==> config.mk <==
export PLATFORM = sky130hd
export DESIGN_NAME = multi_sync_ctl
export DESIGN_NICKNAME = d
export VERILOG_FILES = /design/src/rtl/multi_sync_ctl_pkg.sv /design/src/rtl/sync_cycle_timer.sv /design/src/rtl/multi_sync_ctl.sv
export SDC_FILE = /design/constraint.sdc
export NUM_CORES = 1
export LEC_CHECK = 0
export BUFFER_PORTS_ARGS = -buffer_cell sky130_fd_sc_hd__buf_2
export CAP_MARGIN = 20
export CORE_ASPECT_RATIO = 0.75
export CORE_MARGIN = 2
export CORE_UTILIZATION = 57
export DETAILED_ROUTE_END_ITERATION = 10
export GPL_TIMING_DRIVEN = 1
export HOLD_SLACK_MARGIN = 0.06
export PLACE_DENSITY_LB_ADDON = 0.12
export SLEW_MARGIN = 20
export SYNTH_ARGS = -nofsm -noshare
export SYNTH_HDL_FRONTEND = slang
export SYNTH_SLANG_ARGS = --single-unit
==> constraint.sdc <==
create_clock -name clk50 -period 3 [get_ports clk50]
set_clock_uncertainty 0.2 [all_clocks]
set_input_delay 0.45 -clock clk50 [delete_from_list [all_inputs] [get_ports clk50]]
set_output_delay 0.45 -clock clk50 [all_outputs]
set_load 0.05 [all_outputs]
==> src/rtl/multi_sync_ctl_pkg.sv <==
// multi_sync_ctl_pkg
//   Shared types and helpers for the multi-channel capture/sync controller.
//   - state_e     : controller state encoding
//   - timer_width : width of the shared cycle timer, sized so the largest
//                   terminal count fits with one bit of headroom
package multi_sync_ctl_pkg;

  typedef enum logic [2:0] {
    IDLE      = 3'd0,
    TRIG      = 3'd1,
    WAIT_RDY  = 3'd2,
    RST_PULSE = 3'd3,
    SETTLE    = 3'd4
  } state_e;

  function automatic int timer_width(input int a, input int b, input int c);
    int m;
    m = a;
    if (b > m) m = b;
    if (c > m) m = c;
    return $clog2(m) + 1;
  endfunction

endpackage

==> src/rtl/sync_cycle_timer.sv <==
// sync_cycle_timer
//   Clearable up-counter with terminal-count compare. The count stops at the
//   terminal value instead of wrapping, so a state that lingers past its
//   terminal count keeps seeing tc_o asserted.
// Ports:
//   clk50   in   clock
//   rst     in   synchronous active-high reset (count -> 0)
//   clr_i   in   clear count to 0 on the next edge (wins over counting)
//   load_i  in   terminal-count value to compare against
//   tc_o    out  count == load_i
module sync_cycle_timer #(
  parameter int W = 8
) (
  input  logic         clk50,
  input  logic         rst,
  input  logic         clr_i,
  input  logic [W-1:0] load_i,
  output logic         tc_o
);

  logic [W-1:0] cnt_q, cnt_d;

  assign tc_o = (cnt_q == load_i);

  always_comb begin
    cnt_d = cnt_q;
    if (clr_i) begin
      cnt_d = '0;
    end else if (!tc_o) begin
      cnt_d = cnt_q + W'(1);
    end
  end

  always_ff @(posedge clk50) begin
    if (rst) begin
      cnt_q <= '0;
    end else begin
      cnt_q <= cnt_d;
    end
  end

endmodule

==> src/rtl/multi_sync_ctl.sv <==
// multi_sync_ctl
//   Capture/sync handshake controller for N_CH sync receivers. A capture
//   trigger raises per-channel sync triggers, waits for all enabled receivers
//   to drop and then re-assert ready, then issues a mem_reset pulse and a
//   settle delay before re-arming. Handshake waits are bounded by a timeout
//   that records the offending channels in sticky error flags.
// Ports:
//   clk50        in   system clock
//   rst          in   synchronous active-high reset
//   cap_trig     in   capture request, only looked at in IDLE
//   ch_en        in   channel enable, latched on accepted trigger and on reset
//   syncr_rdy    in   per-channel receiver ready
//   err_clr      in   clears timeout_err / err_ch (a coincident timeout wins)
//   capr_rdy     out  armed, ready for cap_trig
//   sync_trig    out  per-channel sync trigger
//   mem_reset    out  sample-memory reset pulse
//   busy         out  controller not in IDLE
//   timeout_err  out  sticky timeout flag
//   err_ch       out  sticky mask of channels that caused a timeout
//
// state     | meaning
// ----------+------------------------------------------------------------
// IDLE      | armed, capr_rdy high, waiting for cap_trig
// TRIG      | sync_trig driven, waiting for enabled receivers to drop ready
// WAIT_RDY  | waiting for enabled receivers to re-assert ready
// RST_PULSE | mem_reset high for RST_CYC cycles
// SETTLE    | mem_reset low for SETTLE_CYC cycles before re-arming
module multi_sync_ctl
  import multi_sync_ctl_pkg::*;
#(
  parameter int N_CH       = 2,
  parameter int RST_CYC    = 3,
  parameter int SETTLE_CYC = 16,
  parameter int TMO_CYC    = 1024
) (
  input  logic            clk50,
  input  logic            rst,
  input  logic            cap_trig,
  input  logic [N_CH-1:0] ch_en,
  input  logic [N_CH-1:0] syncr_rdy,
  input  logic            err_clr,
  output logic            capr_rdy,
  output logic [N_CH-1:0] sync_trig,
  output logic            mem_reset,
  output logic            busy,
  output logic            timeout_err,
  output logic [N_CH-1:0] err_ch
);

  localparam int TW = timer_width(RST_CYC, SETTLE_CYC, TMO_CYC);
  localparam logic [TW-1:0] TMO_TC    = TW'(TMO_CYC - 1);
  localparam logic [TW-1:0] RST_TC    = TW'(RST_CYC - 1);
  localparam logic [TW-1:0] SETTLE_TC = TW'(SETTLE_CYC - 1);

  state_e state_q, state_d;

  logic [N_CH-1:0] en_mask_q, en_mask_d;
  logic [N_CH-1:0] sync_trig_q, sync_trig_d;
  logic [N_CH-1:0] err_ch_q, err_ch_d;
  logic            capr_rdy_q, capr_rdy_d;
  logic            mem_reset_q, mem_reset_d;
  logic            busy_q, busy_d;
  logic            timeout_err_q, timeout_err_d;

  logic [N_CH-1:0] rdy_masked;
  logic            all_rdy, all_drop;
  logic [TW-1:0]   tmr_load;
  logic            tmr_clr, tmr_tc;

  // Disabled channels never block either handshake phase; with an empty
  // mask both conditions hold and the cycle runs straight through.
  assign rdy_masked = syncr_rdy & en_mask_q;
  assign all_rdy    = (rdy_masked == en_mask_q);
  assign all_drop   = (rdy_masked == '0);

  sync_cycle_timer #(
    .W(TW)
  ) u_timer (
    .clk50  (clk50),
    .rst    (rst),
    .clr_i  (tmr_clr),
    .load_i (tmr_load),
    .tc_o   (tmr_tc)
  );

  always_comb begin
    state_d       = state_q;
    en_mask_d     = en_mask_q;
    tmr_load      = '0;
    // Clear first, then OR in any new timeout so a coincident set wins.
    err_ch_d      = err_clr ? '0   : err_ch_q;
    timeout_err_d = err_clr ? 1'b0 : timeout_err_q;

    case (state_q)
      IDLE: begin
        if (cap_trig) begin
          en_mask_d = ch_en;
          state_d   = TRIG;
        end
      end
      TRIG: begin
        tmr_load = TMO_TC;
        if (all_drop) begin
          state_d = WAIT_RDY;
        end else if (tmr_tc) begin
          err_ch_d      = err_ch_d | rdy_masked;
          timeout_err_d = 1'b1;
          state_d       = WAIT_RDY;
        end
      end
      WAIT_RDY: begin
        tmr_load = TMO_TC;
        if (all_rdy) begin
          state_d = RST_PULSE;
        end else if (tmr_tc) begin
          // Degraded run: flag the stragglers but still reset the memories.
          err_ch_d      = err_ch_d | (~syncr_rdy & en_mask_q);
          timeout_err_d = 1'b1;
          state_d       = RST_PULSE;
        end
      end
      RST_PULSE: begin
        tmr_load = RST_TC;
        if (tmr_tc) state_d = SETTLE;
      end
      SETTLE: begin
        tmr_load = SETTLE_TC;
        if (tmr_tc) state_d = IDLE;
      end
      default: begin
        state_d = WAIT_RDY;
      end
    endcase

    tmr_clr = (state_d != state_q);

    // Outputs are decoded from the next state so they are registered yet
    // line up exactly with the state they belong to.
    sync_trig_d = (state_d == TRIG) ? en_mask_d : '0;
    capr_rdy_d  = (state_d == IDLE);
    mem_reset_d = (state_d == RST_PULSE);
    busy_d      = (state_d != IDLE);
  end

  always_ff @(posedge clk50) begin
    if (rst) begin
      state_q       <= WAIT_RDY;
      en_mask_q     <= ch_en;
      sync_trig_q   <= '0;
      capr_rdy_q    <= 1'b0;
      mem_reset_q   <= 1'b0;
      busy_q        <= 1'b1;
      timeout_err_q <= 1'b0;
      err_ch_q      <= '0;
    end else begin
      state_q       <= state_d;
      en_mask_q     <= en_mask_d;
      sync_trig_q   <= sync_trig_d;
      capr_rdy_q    <= capr_rdy_d;
      mem_reset_q   <= mem_reset_d;
      busy_q        <= busy_d;
      timeout_err_q <= timeout_err_d;
      err_ch_q      <= err_ch_d;
    end
  end

  assign capr_rdy    = capr_rdy_q;
  assign sync_trig   = sync_trig_q;
  assign mem_reset   = mem_reset_q;
  assign busy        = busy_q;
  assign timeout_err = timeout_err_q;
  assign err_ch      = err_ch_q;

endmodule

# Word level (Yosys, flattened, before mapping)
# Cells that the tools add are included.
[word_totals] input_bits=8 regBits=24
[op_classes] mux=23 bitwise=6 n_addsub=1 eq_ne=9 reduce_logical=7
[ops] op="10-bit one-hot mux with 3 select lines" n=1
[ops] op="3-bit two-way mux" n=7
[ops] op="2-bit two-way mux" n=8
[ops] op="3-bit one-hot mux with 5 select lines" n=1
[ops] op="11-bit by 1-bit adder with 11-bit output, second input constant" n=1
[ops] op="11-bit by 10-bit equality test with 1-bit output" n=1
[ops] op="3-bit by 2-bit equality test with 1-bit output, second input constant" n=3
[ops] op="3-bit by 1-bit equality test with 1-bit output, second input constant" n=2
[ops] op="3-bit logical NOT" n=2
[ops] op="2-bit OR reduction" n=3
[ops] op="2-bit AND" n=2
[ops] op="1-bit two-way mux" n=4
[ops] op="2-bit OR" n=2
[ops] op="2-bit one-hot mux with 2 select lines" n=1
[ops] op="3-bit equality test, second input constant" n=1
[ops] op="3-bit != test" n=1
[ops] op="3-bit nonzero test" n=1
[ops] op="2-bit equality test" n=1
[ops] op="2-bit logical NOT" n=1
[ops] op="2-bit NOT" n=1
[ops] op="1-bit one-hot mux with 2 select lines" n=1
[ops] op="1-bit NOT" n=1

# Depth between registers and ports, before layout
[depth] word_depth=10 depth_mapped=8 mapped_depth_nobuf=6

# Cells and area by module
# Synthesis repeated with hierarchy kept, for this count alone.
[hier_totals] hier_cells=144 area_unflattened_um2=1297.5
[by_module_without_submodules] module="multi_sync_ctl" n_inst=1 area_per_inst_um2=649.4 cells_per_inst=69 seq_area_each_um2=260.2
[by_module_without_submodules] module="sync_cycle_timer" n_inst=1 area_per_inst_um2=648.1 cells_per_inst=75 seq_area_each_um2=220.2

# Worst setup path after synthesis
# No wires, ideal clock.
[synth_timing] path_type="register -> register" start="register u_timer.cnt_q[2]" end="register u_timer.cnt_q[1]" path_stages_with_launch=8 synth_period_minus_slack_ns=2.147 path_buffers=1 setup_ns=0.115 t_required_ns=2.685 t_arrival_ns=1.832 slack_ns=0.853 path_cell_list="dfxtp_1 -> or4_4 -> a211oi_4 -> nor3_2 -> a21boi_4 -> buf_6 -> mux2i_1 -> nor2_2"
[synth_between] elab_chain_len=6
[synth_rtl] element="start: declaration" line="sync_cycle_timer.sv:21" rtl="logic [W-1:0] cnt_q, cnt_d;"
[synth_rtl] element="start signal: assignment" line="sync_cycle_timer.sv:38" rtl="cnt_q <= cnt_d;"
[synth_rtl] element="11-bit by 10-bit equality test with 1-bit output (*)" line="sync_cycle_timer.sv:23" rtl="assign tc_o = (cnt_q == load_i);"
[synth_rtl] element="3-bit two-way mux, on equally long branches" line="multi_sync_ctl.sv:115, multi_sync_ctl.sv:105"
[synth_rtl] element="3-bit two-way mux, on equally long branches" line="multi_sync_ctl.sv:113, multi_sync_ctl.sv:103"
[synth_rtl] element="3-bit one-hot mux with 5 select lines" line="multi_sync_ctl.sv:94" rtl="case (state_q)"
[synth_rtl] element="3-bit != test" line="multi_sync_ctl.sv:135" rtl="tmr_clr = (state_d != state_q);"
[synth_rtl] element="2-bit OR reduction (no line)"
# Every way passes the cells marked *; elsewhere a longest branch is shown, timed or not.
# A chain may end at the register's enable or synchronous reset.

# Worst setup path after layout
[layout_timing] start="register state_q[0]" end="register u_timer.cnt_q[10]"
[layout_between] elab_chain_len=9
[layout_rtl] element="start: declaration" line="multi_sync_ctl.sv:55" rtl="state_e state_q, state_d;"
[layout_rtl] element="start signal: assignment" line="multi_sync_ctl.sv:156" rtl="state_q <= state_d;"
[layout_rtl] element="3-bit by 2-bit equality test with 1-bit output or 3-bit by 1-bit equality test with 1-bit output (tied branches)" line="multi_sync_ctl.sv:94"
[layout_rtl] element="2-bit OR reduction (no line)"
[layout_rtl] element="10-bit one-hot mux with 3 select lines" line="multi_sync_ctl.sv:94"
[layout_rtl] element="11-bit by 10-bit equality test with 1-bit output" line="sync_cycle_timer.sv:23"
[layout_rtl] element="3-bit two-way mux, on equally long branches" line="multi_sync_ctl.sv:115, multi_sync_ctl.sv:105"
[layout_rtl] element="3-bit two-way mux, on equally long branches" line="multi_sync_ctl.sv:113, multi_sync_ctl.sv:103"
[layout_rtl] element="3-bit one-hot mux with 5 select lines" line="multi_sync_ctl.sv:94"
[layout_rtl] element="3-bit != test" line="multi_sync_ctl.sv:135"
[layout_rtl] element="2-bit OR reduction (no line)"
# Several ways; a longest one is shown, not always the timed one.

==> flow_metrics.env <==
export IMPL_synth_seq_area_share=0.3456
export IMPL_pre_cts_ws_ps=488.4
export IMPL_maxCapViolCount=0
export IMPL_synth_edff_count=0
export IMPL_gp_congestion=0.8917
export IMPL_post_drt_wl_per_cell_um=14.02
export IMPL_crit_fanout=10
export IMPL_routed_wl_um=2931
export IMPL_ys_types=48
export IMPL_cts_buffer_depth=2
export IMPL_pin_count=16
export IMPL_grt_pass1_vias=1045
export IMPL_routed_via_density=5.766
export IMPL_final_common_cell="dfxtp_1"
export IMPL_cts_sinks=24
export IMPL_syn_nets=170
export IMPL_row_count=15
export IMPL_drtPass1Iterations=4
export IMPL_fmax_mhz=391.5
export IMPL_p_sw_frac=0.4620
export IMPL_synth_top_cell_by_area="dfxtp_1"
export IMPL_finalSetupTns_ps=0
export IMPL_vdd_drop_max_uv=539.8
export IMPL_fin_crit_ps=2554
export IMPL_htreeDepth=1
export IMPL_fp_dieH_um=46.77
export IMPL_cp_top_family="simple AND/OR/NAND/NOR gates"
export IMPL_place_area_um2=1480
export IMPL_place_hpwl_um=2216
export IMPL_seqPwrFrac=0.292
export IMPL_criticalPathCategory="reg2reg"
export IMPL_syn_area_um2=1390
export IMPL_layout_common_cells="24 x dfxtp_1, 15 x buf_2, 14 x nor2_1, 12 x nand2_1, 7 x a21oi_2"
export IMPL_start_kind="flip-flop"
export IMPL_required_ps=3020
export IMPL_p_leak_nw=0.5518
export IMPL_max_slew_margin=0.6107
export IMPL_drive_gt1_frac=0.2629
export IMPL_stdcell_count=209
export IMPL_synth_seq_cells=24
export IMPL_postCtsHoldBufs=0
export IMPL_antenna_found_initial=0
export IMPL_clk_latency_ps=330
export IMPL_yosys_area_top_type_share=0.3456
export IMPL_internal_power_uw=821.0
export IMPL_worst_pin_slew_ps=583.1
export IMPL_area_growth_pct=10.26
export IMPL_async_flop_share=0
export IMPL_avgSynthCellArea_um2=8.634
export IMPL_setup_ws_ps=445.9
export IMPL_ys_flop_type="dfxtp_1"
export IMPL_finalSetupViolCount=0
export IMPL_crit_top_cell="buf_4"
export IMPL_max_stage_delay_ps=370
export IMPL_dp_cells=205
export IMPL_start_util=0.6022
export IMPL_critPathBufInv=2
export IMPL_cts_clk_slew_worst_paths_ps=130
export IMPL_finish_instance_area_um2=1533
export IMPL_cts_root_buffer="clkbuf_4"
export IMPL_finalHoldViolations=0
export IMPL_via_count=1205
export IMPL_die_w_um=61.03
export IMPL_combPwrFrac=0.552
export IMPL_switchingPower_uw=705.0
export IMPL_die_area_um2=2854
export IMPL_ys_warn_count=0
export IMPL_critPathSlowestCell="dfxtp_1"
export IMPL_drtIter0Drc=42
export IMPL_grt_start_max_net_pins=16
export IMPL_n_antenna_cell=0
export IMPL_rsz0062_at_grt="false"
export IMPL_core_um2=2308
export IMPL_grt_usage=0.2360
export IMPL_synth_area_leaders="dfxtp_1 35%, a21oi_2 4.4%, nor2_1 3.8%"
export IMPL_final_nets=185
export IMPL_worstPathCellList="buf_4, or2_1, nor3_1, o21ai_1, and3b_1, o21ai_2, buf_4, nor3_2"
export IMPL_cts_tree="yes"
export IMPL_grt_pass1_wl_um=4816
export IMPL_syn_inst=161
export IMPL_slew_violations=0
export IMPL_holdCritPathClass="in2reg"
export IMPL_cts_buffers=3
export IMPL_io_buffers=15
export IMPL_cts_resized=0
export IMPL_outcome="finished clean"
export IMPL_fin_crit_sh=0.8514
export IMPL_pwr_share_clk=0.155
export IMPL_grt_remaining_overflow=0
export IMPL_cp_arrival_ps=2570
export IMPL_route_detailed_drc=0
export IMPL_postRouteAntennaNets=0
export IMPL_report_power_total_mw=1.526
export IMPL_cts_setup_buffers=0
export IMPL_power_per_cell_area_nw_per_um2=995.6
export IMPL_end_kind="flip-flop"
registers in the layout, summed over array words and instances, names as in the netlist:
register,flops
err_ch,2
busy,1
en_mask_q,2
timeout_err,1
mem_reset,1
state_q,3
sync_trig,2
u_timer.cnt_q,11
capr_rdy,1
layer usage:
metal | routed length, µm | global-route usage
met3 | 194 | 0.08264
met4 | 44 | 0.09130
met5 | 0 | 0
met2 | 1273 | 0.3489
met1 | 1419 | 0.3183
kinds of logic (layout without fill, tap and decap cells):
group	Yosys count	count (layout)	synth area share
multiplexers	6	6	0.04500
adder cells (fa/ha/maj)	1	1	0.008999
buffers and inverters	13	27	0.04950
AND/OR/NAND/NOR	75	75	0.3024
AO/OA/AOI/OAI	36	36	0.2106
XOR/XNOR	6	6	0.03780
flip-flops	24	24	0.3456
final cells by class:
type / count / area [µm²]
multi-input combinational: 124 / 840.8
fill: 194 / 775.7
sequential: 24 / 480.5
timing repair buffer: 18 / 97.59
tap: 34 / 42.54
clock inverter: 1 / 30.03
clock buffer: 3 / 22.52
inverter: 5 / 18.77
cell usage after synthesis, types with 2 or more instances:
master    number
xor2_1         2
nor4_1         3
nor3_1         4
a21oi_2        7
mux2_1         2
dfxtp_1       24
nor2_1        14
inv_1          5
a21oi_1        5
o21ai_0        2
xnor2_1        4
nand4_1        4
or4_1          2
mux2i_1        4
a22oi_1        2
clkbuf_1       3
or2_2          2
o21ai_1        5
nor2_2         3
nand2_1       12
buf_6          2
or3_1          3
o21ai_2        3
nor3_2         4
nand3_1        6
nand2b_1       3
and3_1         4
or2_1          2
nor2b_1        5
o22ai_1        2
worst paths after layout:
| check | startpoint | end | slack (ps) | cells past startpoint |
|---|---|---|---|---|
| max | state_q[0]$_SDFF_PP0_ | u_timer.cnt_q[10]$_SDFFE_PP0N_ | 450 | 8 |
| min | ch_en[0] | en_mask_q[0]$_DFF_P_ | 140 | 2 |
| max reg2reg | state_q[0]$_SDFF_PP0_ | u_timer.cnt_q[10]$_SDFFE_PP0N_ | 450 | 8 |
| min reg2reg | timeout_err$_SDFF_PP0_ | timeout_err$_SDFF_PP0_ | 290 | 2 |
metrics by stage:
stage	hold WS (ps)	utilization
finish	141.9	0.6640
global placement	260.5	0.6412
CTS	134.9	0.6640
floorplan	287.1	-
detailed placement	270.4	0.6412
global route	118.9	0.6640
power groups by stage:
stage	Clock, mW	Sequential, mW	Combinational (mW)
after global routing	0.252	0.457	0.914
after CTS	0.242	0.446	0.837
final	0.237	0.446	0.843
after global placement	0	0.449	0.823
after floorplan	0	0.491	0.677
after detailed placement	0	0.452	0.834
No activity file was read; power rests on OpenSTA's default activity.
